File: src/rtl/mcp3_ram512x025_fifo_ctl.sv
// First-word-fall-through FIFO controller sequencing an external 512x25 simple-dual-port RAM.
// The RAM holds committed entries; a 2-entry skid buffer at the head hides the 1-cycle read latency.
module mcp3_ram512x025_fifo_ctl #(
  parameter int DEPTH        = 512,
  parameter int AFULL_THRESH = 508
) (
  input  logic        i_clk,
  input  logic        i_reset,
  input  logic        i_push,
  input  logic [24:0] i_push_data,
  output logic        o_full,
  output logic        o_almost_full,
  input  logic        i_pop,
  output logic        o_out_valid,
  output logic [24:0] o_out_data,
  output logic [9:0]  o_count,
  output logic        o_overflow,
  output logic        o_underflow,
  output logic        o_ram_wren,
  output logic [8:0]  o_ram_wrad,
  output logic [24:0] o_ram_data,
  output logic        o_ram_rden,
  output logic [8:0]  o_ram_rdad,
  input  logic [24:0] i_ram_q
);

  localparam logic [8:0] PTR_LAST    = 9'(DEPTH - 1);
  localparam logic [9:0] DEPTH_CNT   = 10'(DEPTH);
  localparam logic [9:0] AFULL_CNT   = 10'(AFULL_THRESH);
  localparam logic       AFULL_RESET = (AFULL_THRESH == 0);

  logic [8:0]  r_wr_ptr;
  logic [8:0]  r_rd_ptr;
  logic [9:0]  r_ram_cnt;
  logic [9:0]  r_count;
  logic [1:0]  r_skid_occ;
  logic [24:0] r_skid0;
  logic [24:0] r_skid1;
  logic        r_fetch_pending;
  logic        r_full;
  logic        r_almost_full;
  logic        r_overflow;
  logic        r_underflow;

  logic        w_push_fire;
  logic        w_pop_fire;
  logic        w_rden;
  logic [2:0]  w_head_demand;
  logic [9:0]  w_ram_cnt_nxt;
  logic [9:0]  w_count_nxt;
  logic [8:0]  w_wr_ptr_nxt;
  logic [8:0]  w_rd_ptr_nxt;
  logic [1:0]  w_occ_after_pop;
  logic [1:0]  w_skid_occ_nxt;
  logic [24:0] w_skid0_nxt;
  logic [24:0] w_skid1_nxt;

  always_comb begin
    w_push_fire   = i_push & ~r_full & ~i_reset;
    w_pop_fire    = i_pop & (r_skid_occ != 2'd0);
    // Only committed entries are read, so a read can never target the address being written.
    w_head_demand = {1'b0, r_skid_occ} + {2'b00, r_fetch_pending};
    w_rden        = (r_ram_cnt != 10'd0) & ~i_reset &
                    (w_head_demand < (3'd2 + {2'b00, w_pop_fire}));
    w_ram_cnt_nxt = r_ram_cnt + {9'd0, w_push_fire} - {9'd0, w_rden};

    w_wr_ptr_nxt = r_wr_ptr;
    if (w_push_fire) begin
      w_wr_ptr_nxt = (r_wr_ptr == PTR_LAST) ? 9'd0 : r_wr_ptr + 9'd1;
    end
    w_rd_ptr_nxt = r_rd_ptr;
    if (w_rden) begin
      w_rd_ptr_nxt = (r_rd_ptr == PTR_LAST) ? 9'd0 : r_rd_ptr + 9'd1;
    end
  end

  always_comb begin
    w_skid0_nxt     = r_skid0;
    w_skid1_nxt     = r_skid1;
    w_occ_after_pop = r_skid_occ - {1'b0, w_pop_fire};
    if (w_pop_fire && (r_skid_occ == 2'd2)) begin
      w_skid0_nxt = r_skid1;
    end
    // Returning read data lands behind whatever survives this cycle's pop.
    if (r_fetch_pending) begin
      if (w_occ_after_pop == 2'd0) begin
        w_skid0_nxt = i_ram_q;
      end else begin
        w_skid1_nxt = i_ram_q;
      end
    end
    w_skid_occ_nxt = w_occ_after_pop + {1'b0, r_fetch_pending};
    w_count_nxt    = w_ram_cnt_nxt + {8'd0, w_skid_occ_nxt} + {9'd0, w_rden};
  end

  always_ff @(posedge i_clk or posedge i_reset) begin
    if (i_reset) begin
      r_wr_ptr        <= 9'd0;
      r_rd_ptr        <= 9'd0;
      r_ram_cnt       <= 10'd0;
      r_count         <= 10'd0;
      r_skid_occ      <= 2'd0;
      r_skid0         <= 25'd0;
      r_skid1         <= 25'd0;
      r_fetch_pending <= 1'b0;
      r_full          <= 1'b0;
      r_almost_full   <= AFULL_RESET;
      r_overflow      <= 1'b0;
      r_underflow     <= 1'b0;
    end else begin
      r_wr_ptr        <= w_wr_ptr_nxt;
      r_rd_ptr        <= w_rd_ptr_nxt;
      r_ram_cnt       <= w_ram_cnt_nxt;
      r_count         <= w_count_nxt;
      r_skid_occ      <= w_skid_occ_nxt;
      r_skid0         <= w_skid0_nxt;
      r_skid1         <= w_skid1_nxt;
      r_fetch_pending <= w_rden;
      r_full          <= (w_count_nxt == DEPTH_CNT);
      r_almost_full   <= (w_count_nxt >= AFULL_CNT);
      if (i_push && r_full) begin
        r_overflow <= 1'b1;
      end
      if (i_pop && (r_skid_occ == 2'd0)) begin
        r_underflow <= 1'b1;
      end
    end
  end

  assign o_full        = r_full;
  assign o_almost_full = r_almost_full;
  assign o_out_valid   = (r_skid_occ != 2'd0);
  assign o_out_data    = r_skid0;
  assign o_count       = r_count;
  assign o_overflow    = r_overflow;
  assign o_underflow   = r_underflow;
  assign o_ram_wren    = w_push_fire;
  assign o_ram_wrad    = r_wr_ptr;
  assign o_ram_data    = i_push_data;
  assign o_ram_rden    = w_rden;
  assign o_ram_rdad    = r_rd_ptr;

endmodule
File: config.mk
export PLATFORM = sky130hd
export DESIGN_NAME = mcp3_ram512x025_fifo_ctl
export DESIGN_NICKNAME = d
export VERILOG_FILES = /design/src/rtl/mcp3_ram512x025_fifo_ctl.sv
export SDC_FILE = /design/constraint.sdc
export NUM_CORES = 1
export LEC_CHECK = 0
export BUFFER_PORTS_ARGS = -buffer_cell sky130_fd_sc_hd__buf_2
export CORE_ASPECT_RATIO = 1.25
export CORE_UTILIZATION = 35
export DETAILED_ROUTE_END_ITERATION = 10
export GPL_ROUTABILITY_DRIVEN = 0
export SYNTH_ARGS = -nofsm -noshare
export SYNTH_HDL_FRONTEND = slang
export SYNTH_SLANG_ARGS = --single-unit
File: constraint.sdc
create_clock -name i_clk -period 5.55 [get_ports i_clk]
set_clock_uncertainty 0.1 [all_clocks]
set_input_delay 0.8325 -clock i_clk [delete_from_list [all_inputs] [get_ports i_clk]]
set_output_delay 0.8325 -clock i_clk [all_outputs]
set_load 0.01 [all_outputs]
==> flow_metrics.py, run 1 <==
metrics = {
    "clock_network": {
        "clkSinkCount": 95,
        "clk-insertion-delay-late_ns": 0.34,
        "post_cts_gate_resize_count": 0,
        "tritoncts.num_buffers": 9,
        "cts_hold_repair.buffers": 0,
        "clock_tree.buffer_depth": 2,
        "ctsHtreeMaxLevel": 3,
        "clk_pin_slew_worst_paths_ns": 0.07,
        "ctsRootBufferMaster": "sky130_fd_sc_hd__clkbuf_16",
        "cts_tree": "built",
        "postCtsSetupRepairBufs": 0,
    },
    "logic_synthesis": {
        "netlist.top_cell.by_area": "sky130_fd_sc_hd__dfrtp_1",
        "syn-mean-instance-area_um2": 10.4,
        "synth_top_cells_by_area": "sky130_fd_sc_hd__dfrtp_1, sky130_fd_sc_hd__mux2_2, sky130_fd_sc_hd__ha_1",
        "synth.yosys.seq_area_share_pct": 48.0,
        "yosysWarningCount": 0,
        "synth_top_cell_area_share_pct": 48.0,
        "synthXorXnorAreaFrac_pct": 3.01,
        "yosysMostFrequentCell": "sky130_fd_sc_hd__dfrtp_1",
        "post_synth_instance_area_um2": 4950,
        "synth_area_in_compound_gates_pct": 11.0,
        "synth.top_cells.by_count": "sky130_fd_sc_hd__dfrtp_1, sky130_fd_sc_hd__nor2_1, sky130_fd_sc_hd__a21oi_1",
        "ys_async_rst_share_pct": 100,
        "ys_ff_latch": 95,
        "synth-adder-area-share_pct": 7.03,
        "main_combinational_cell_family_by_area_after_synthesis": "simple AND/OR/NAND/NOR gates",
        "synth_mux_area_share_pct": 11.0,
        "post_synth_inst_count": 474,
        "synth-edff-count": 0,
        "synth-simple-area-share_pct": 12.8,
        "synth-main-ff-cell": "sky130_fd_sc_hd__dfrtp_1",
        "count_of_distinct_cell_types_in_the_synthesized_netlist": 51,
        "synth_nets": 554,
    },
    "critical_path": {
        "cp_top_family": "adder cells",
        "cp_cell_sequence": "inv_1, ha_1, and4_1, a311oi_1, nand2_1, inv_1, ha_1, inv_1, ha_1, fa_1, ha_1, a21oi_1, o21ai_0, o21ai_1, a21oi_1, or3_1, nor4_2",
        "cpPeakStageDelay_ns": 0.59,
        "worst-r2r-cell-count": 17,
        "timing.critical_path.mode_cell": "sky130_fd_sc_hd__ha_1",
        "worst-endpoint-required_ns": 5.69,
        "critPathSlowestCell": "sky130_fd_sc_hd__a21oi_1",
        "critical_path.startpoint": "r_ram_cnt[3]",
        "setup.worst_path.class": "flip-flop to flip-flop",
        "worst-path-buf-inv": 3,
        "critPathCaptureType": "flip-flop",
        "setup.worst_path.start_class": "flip-flop",
        "worst-path-stages": 17,
        "r2r-start": "r_ram_cnt[3]",
        "critical_path.max_fanout": 13,
        "crit_arrival_ns": 4.83,
    },
    "grt": {
        "antenna_found_initial": 0,
        "first_pass_grt_wire_length_um": 17100,
        "number_of_global_route_vias_before_repair": 3580,
        "grt_usage_pct": 14.9,
        "globalRouteOverflowTotal": 0,
        "grt_start_max_net_pins": 52,
    },
    "pwr": {
        "power-per-cell-area_nw_per_um2": 783,
        "worst_ir_drop_vdd_mv": 0.414,
        "static_leakage_power_nw": 2.84,
        "fin_total_pwr_mw": 4.46,
    },
    "floorplanning": {
        "height_of_the_die_um": 135,
        "area_of_the_die_um2": 14600,
        "die-width_um": 108,
        "coreArea_um2": 13800,
        "ios": 139,
        "starting_utilization_of_the_core_area_pct": 35.8,
        "fp-row-count": 48,
    },
    "drt": {
        "ant_nets": 0,
        "drt_iter0_markers": 154,
        "dr_total_vias": 3621,
        "wirelength_um": 10400,
        "drt_drc_violations_left": 0,
        "drt_pass1_iterations": 4,
        "post_drt_wl_per_cell_um": 14.6,
        "routed_via_density": 5.05,
    },
    "worst_hold_path": {
        "min_from": "o_overflow",
        "hold_path_depth": 1,
        "worst_min_delay_path_category": "flip-flop to flip-flop",
    },
    "placed_design": {
        "detailed_place_hpwl_um": 7390,
        "dpl.cell_count": 701,
        "port_buffers": 88,
    },
    "sta": {
        "rsz_0062_raised_after_global_routing": "false",
        "max_slew.worst_pin.slew_ns": 0.954,
        "fin_tns_setup_ns": 0,
        "drv_slew": 0,
        "fmax_mhz": 213,
        "report.final.setup_viol": 0,
        "slew_headroom_pct": 35.4,
        "finalHoldViolations": 0,
        "portion_of_the_clock_cycle_consumed_by_the_worst_path_in_the_final_layout_pct": 84.5,
        "final.min_clock_period_ns": 4.69,
    },
    "finish": {
        "net_count_of_the_finished_layout": 617,
        "layout_cell_share_with_drive_strength_beyond_1_pct": 26.6,
        "layout-area-overhead-vs-synth_pct": 15.2,
        "post_layout_nonfiller_instances": 717,
        "diodes_inserted": 0,
    },
    "status": {
        "outcome": "finished, final reports clean",
    },
    "job": {
        "drv_cap": 0,
    },
}
stage by stage:
step | utilization, % | area [um^2] | setup slack [ns] | hold slack (ns)
final | 41.3 | 5700 | 0.858 | 0.362
after global routing | 41.3 | 5700 | 0.547 | 0.389
after CTS | 41.3 | 5700 | 0.863 | 0.366
after detailed placement | 39.1 | 5400 | 0.811 | 0.343
after global placement | 39.1 | 5400 | 0.911 | 0.336
after floorplan | - | 4950 | 1.17 | 0.380
cell families (layout without fill, tap and decap cells):
kind of cell / count (synthesis) / count (layout)
AOI/OAI and AO/OA: 91 / 91
xor gates and xnor gates: 17 / 17
adders and majority gates: 26 / 26
buffers and inverters: 67 / 135
DFF: 95 / 95
muxes: 51 / 51
and+or+nand+nor: 127 / 127
layout make-up:
| type | instances | area (um^2) |
|---|---|---|
| well taps | 175 | 219 |
| flip-flops and latches | 95 | 2380 |
| inverters | 28 | 108 |
| clock inverters | 6 | 75.1 |
| fillers | 1341 | 8110 |
| repair buffers | 91 | 463 |
| clock buffers | 10 | 229 |
| multi-input cells | 312 | 2230 |
routing by layer:
metal  vias to the layer above  track usage [%]  routed length [um]
li1                       1745                -                   -
met1                      1746             18.4                4710
met2                       111             24.3                4900
met3                        19             3.23                 607
met4                         0             7.73                 223
met5                         -                0                   0
report_power, final:
group          total, mW  switching (mW)  internal (mW)
registers           1.22           0.172           1.05
clock network      0.638           0.281          0.357
logic               2.60            1.50           1.10
placed cells by master (no fill, tap or decap), types with 9 or more instances in the layout:
cell type                   count
sky130_fd_sc_hd__mux2_2        26
sky130_fd_sc_hd__o21ai_0       27
sky130_fd_sc_hd__mux2i_1       25
sky130_fd_sc_hd__nor2_1        44
sky130_fd_sc_hd__inv_1         26
sky130_fd_sc_hd__dfrtp_1       95
sky130_fd_sc_hd__a21oi_1       36
sky130_fd_sc_hd__clkbuf_16      9
sky130_fd_sc_hd__ha_1          23
sky130_fd_sc_hd__xnor2_1       10
sky130_fd_sc_hd__and3_1         9
sky130_fd_sc_hd__buf_2         88
sky130_fd_sc_hd__nand2_1       29
final timing paths:
path                            endpoint  slack [ns]
max in group asynchronous   r_ram_cnt[9]        3.79
max reg2reg                       o_full        0.86
min                           o_overflow        0.36
max                               o_full        0.86
min in group asynchronous  o_ram_rdad[0]        0.49
min reg2reg                   o_overflow        0.36
flip-flops by register name, indices dropped and copies added (netlist names):
| signal | cells |
|---|---|
| o_almost_full | 1 |
| o_count | 10 |
| o_full | 1 |
| o_out_data | 25 |
| o_overflow | 1 |
| o_ram_rdad | 9 |
| o_ram_wrad | 9 |
| o_underflow | 1 |
| r_fetch_pending | 1 |
| r_ram_cnt | 10 |
| r_skid1 | 25 |
| r_skid_occ | 2 |
(Power assumes the default switching activity.)
==> inputs of run 2 (changes only) <==
==> constraint.sdc (replaced) <==
create_clock -name i_clk -period 4.62 [get_ports i_clk]
set_clock_uncertainty 0.1 [all_clocks]
set_input_delay 0.693 -clock i_clk [delete_from_list [all_inputs] [get_ports i_clk]]
set_output_delay 0.693 -clock i_clk [all_outputs]
set_load 0.01 [all_outputs]
==> run 2 against run 1 <==
- combinational power increased by 22%
- utilization grew 0.34 points
- sequential share of layout area shrank 0.34 points
- cell count rose by 0.28%
- sequential cell count stayed put
- power grew 22%
- largest cell class unchanged
- critical path depth fell by 1
- design area up 0.81%
- sequential power is 20% higher
- setup slack got worse by 0.37 ns
==> flow_metrics.py, run 2 (synthesized netlist as in run 1, its figures left out) <==
metrics = {
    "critical_path": {
        "critical_path.max_fanout": 7,
        "cpPeakStageDelay_ns": 0.56,
        "crit_arrival_ns": 4.29,
        "worst-endpoint-required_ns": 4.77,
        "critPathSlowestCell": "sky130_fd_sc_hd__or4b_1",
        "setup.worst_path.class": "flip-flop to flip-flop",
        "critPathCaptureType": "flip-flop",
        "timing.critical_path.mode_cell": "sky130_fd_sc_hd__ha_1",
        "cp_cell_sequence": "ha_1, ha_1, o21ai_0, nand2_1, inv_1, ha_1, inv_1, ha_1, fa_1, a211o_1, and3_1, a2111o_1, or4b_1, a21oi_1, a31oi_1, nor4_2",
        "setup.worst_path.start_class": "flip-flop",
        "timing.reg2reg.setup_slack_ns": 0.48,
    },
    "sta": {
        "finalHoldViolations": 0,
        "drv_slew": 0,
        "fmax_mhz": 242,
        "rsz_0062_raised_after_global_routing": "false",
        "report.final.setup_viol": 0,
        "max_slew.worst_pin.slew_ns": 0.929,
        "final.min_clock_period_ns": 4.14,
        "portion_of_the_clock_cycle_consumed_by_the_worst_path_in_the_final_layout_pct": 89.6,
        "setup_slack_ns": 0.483,
        "fin_tns_setup_ns": 0,
        "slew_headroom_pct": 37.1,
    },
    "job": {
        "drv_cap": 0,
    },
    "clock_network": {
        "ctsHtreeMaxLevel": 3,
        "tritoncts.num_buffers": 9,
        "clkSinkCount": 95,
        "ctsRootBufferMaster": "sky130_fd_sc_hd__clkbuf_16",
        "clk-insertion-delay-late_ns": 0.34,
        "cts_tree": "built",
        "cts_hold_repair.buffers": 0,
        "post_cts_gate_resize_count": 0,
        "clock_tree.buffer_depth": 2,
        "clk_pin_slew_worst_paths_ns": 0.06,
        "postCtsSetupRepairBufs": 0,
    },
    "finish": {
        "top_library_cells_by_usage_in_the_layout_fill_and_taps_aside": "sky130_fd_sc_hd__dfrtp_1, sky130_fd_sc_hd__buf_2, sky130_fd_sc_hd__nor2_1",
        "layout-area-overhead-vs-synth_pct": 16.2,
        "net_count_of_the_finished_layout": 621,
        "mostFrequentLayoutCell": "sky130_fd_sc_hd__dfrtp_1",
        "num-fill-cells": 1323,
        "fin_area_um2": 5750,
        "layout_cell_share_with_drive_strength_beyond_1_pct": 27.0,
        "diodes_inserted": 0,
    },
    "grt": {
        "antenna_found_initial": 0,
        "first_pass_grt_wire_length_um": 17300,
        "globalRouteOverflowTotal": 0,
        "number_of_global_route_vias_before_repair": 3645,
        "grt_usage_pct": 15.1,
        "grt_start_max_net_pins": 54,
    },
    "floorplanning": {
        "starting_utilization_of_the_core_area_pct": 35.8,
        "ios": 139,
        "die-width_um": 108,
        "coreArea_um2": 13800,
        "height_of_the_die_um": 135,
        "fp-row-count": 48,
        "area_of_the_die_um2": 14600,
    },
    "status": {
        "outcome": "finished, final reports clean",
    },
    "drt": {
        "routed_via_density": 5.04,
        "post_drt_wl_per_cell_um": 14.6,
        "drt_iter0_markers": 97,
        "dr_total_vias": 3623,
        "drt_pass1_iterations": 4,
        "drt_drc_violations_left": 0,
        "ant_nets": 0,
        "wirelength_um": 10500,
    },
    "placed_design": {
        "port_buffers": 88,
        "detailed_place_hpwl_um": 7460,
        "detailed_place.area_um2": 5430,
        "dp_worst_setup_slack_ns": 0.465,
    },
    "pwr": {
        "worst_ir_drop_vdd_mv": 0.611,
        "power-per-cell-area_nw_per_um2": 946,
        "static_leakage_power_nw": 2.87,
        "fin_total_pwr_mw": 5.44,
    },
    "worst_hold_path": {
        "worst_min_delay_path_category": "flip-flop to flip-flop",
    },
}
[run 2: cell types whose count changed in the layout (fill, tap and decap cells not counted), sizes merged]
cell / delta
buf: +4
bufinv: +1
clkbuf: +1
clkinv: -1
inv: -3
[run 2: final cells by class]
cell class	instances	area (um^2)	share of cell area, %
inverter	28	108	1.87
sequential	95	2380	41.3
multi-input combinational	312	2230	38.8
clock buffer	11	253	4.40
timing repair buffer	95	493	8.57
tap	175	219	3.81
clock inverter	3	67.6	1.18
[run 2: final timing paths]
| check | from | endpoint | depth (start not counted) |
|---|---|---|---|
| max | r_fetch_pending | o_full | 16 |
| min | o_overflow | o_overflow | 1 |
| max reg2reg | r_fetch_pending | o_full | 16 |
| min reg2reg | o_overflow | o_overflow | 1 |
| max in group asynchronous | i_reset | o_out_data[1] | 3 |
| min in group asynchronous | i_reset | r_ram_cnt[2] | 2 |
[run 2: metrics by stage]
| step | utilization (%) | hold slack, ns | std cells |
|---|---|---|---|
| 2_1_floorplan | - | 0.380 | 474 |
| 3_3_place_gp | 39.3 | 0.338 | 705 |
| 3_5_place_dp | 39.3 | 0.347 | 705 |
| 4_1_cts | 41.6 | 0.368 | 719 |
| 5_1_grt | 41.6 | 0.398 | 719 |
| 6_report | 41.6 | 0.361 | 719 |
[run 2: per-layer routing]
| layer | routed length [um] | global-route usage [%] | vias up |
|---|---|---|---|
| li1 | - | - | 1750 |
| met1 | 4680 | 18.7 | 1759 |
| met5 | 0 | 0 | - |
| met2 | 5080 | 25.4 | 97 |
| met4 | 223 | 7.58 | 0 |
| met3 | 497 | 2.36 | 17 |
[run 2: critical path, delay by kind of cell, from the launching register on]
family | cells | cell delay [ns]
fa+ha+maj | 5 | 1.37
buf+inv | 2 | 0.10
flops | 1 | 0.42
compound gates | 5 | 0.98
simple gates | 4 | 1.08
[run 2: report_power, final]
part	switching [mW]	total, mW	internal [mW]
Sequential	0.205	1.47	1.26
Combinational	1.82	3.18	1.36
Clock	0.300	0.798	0.498
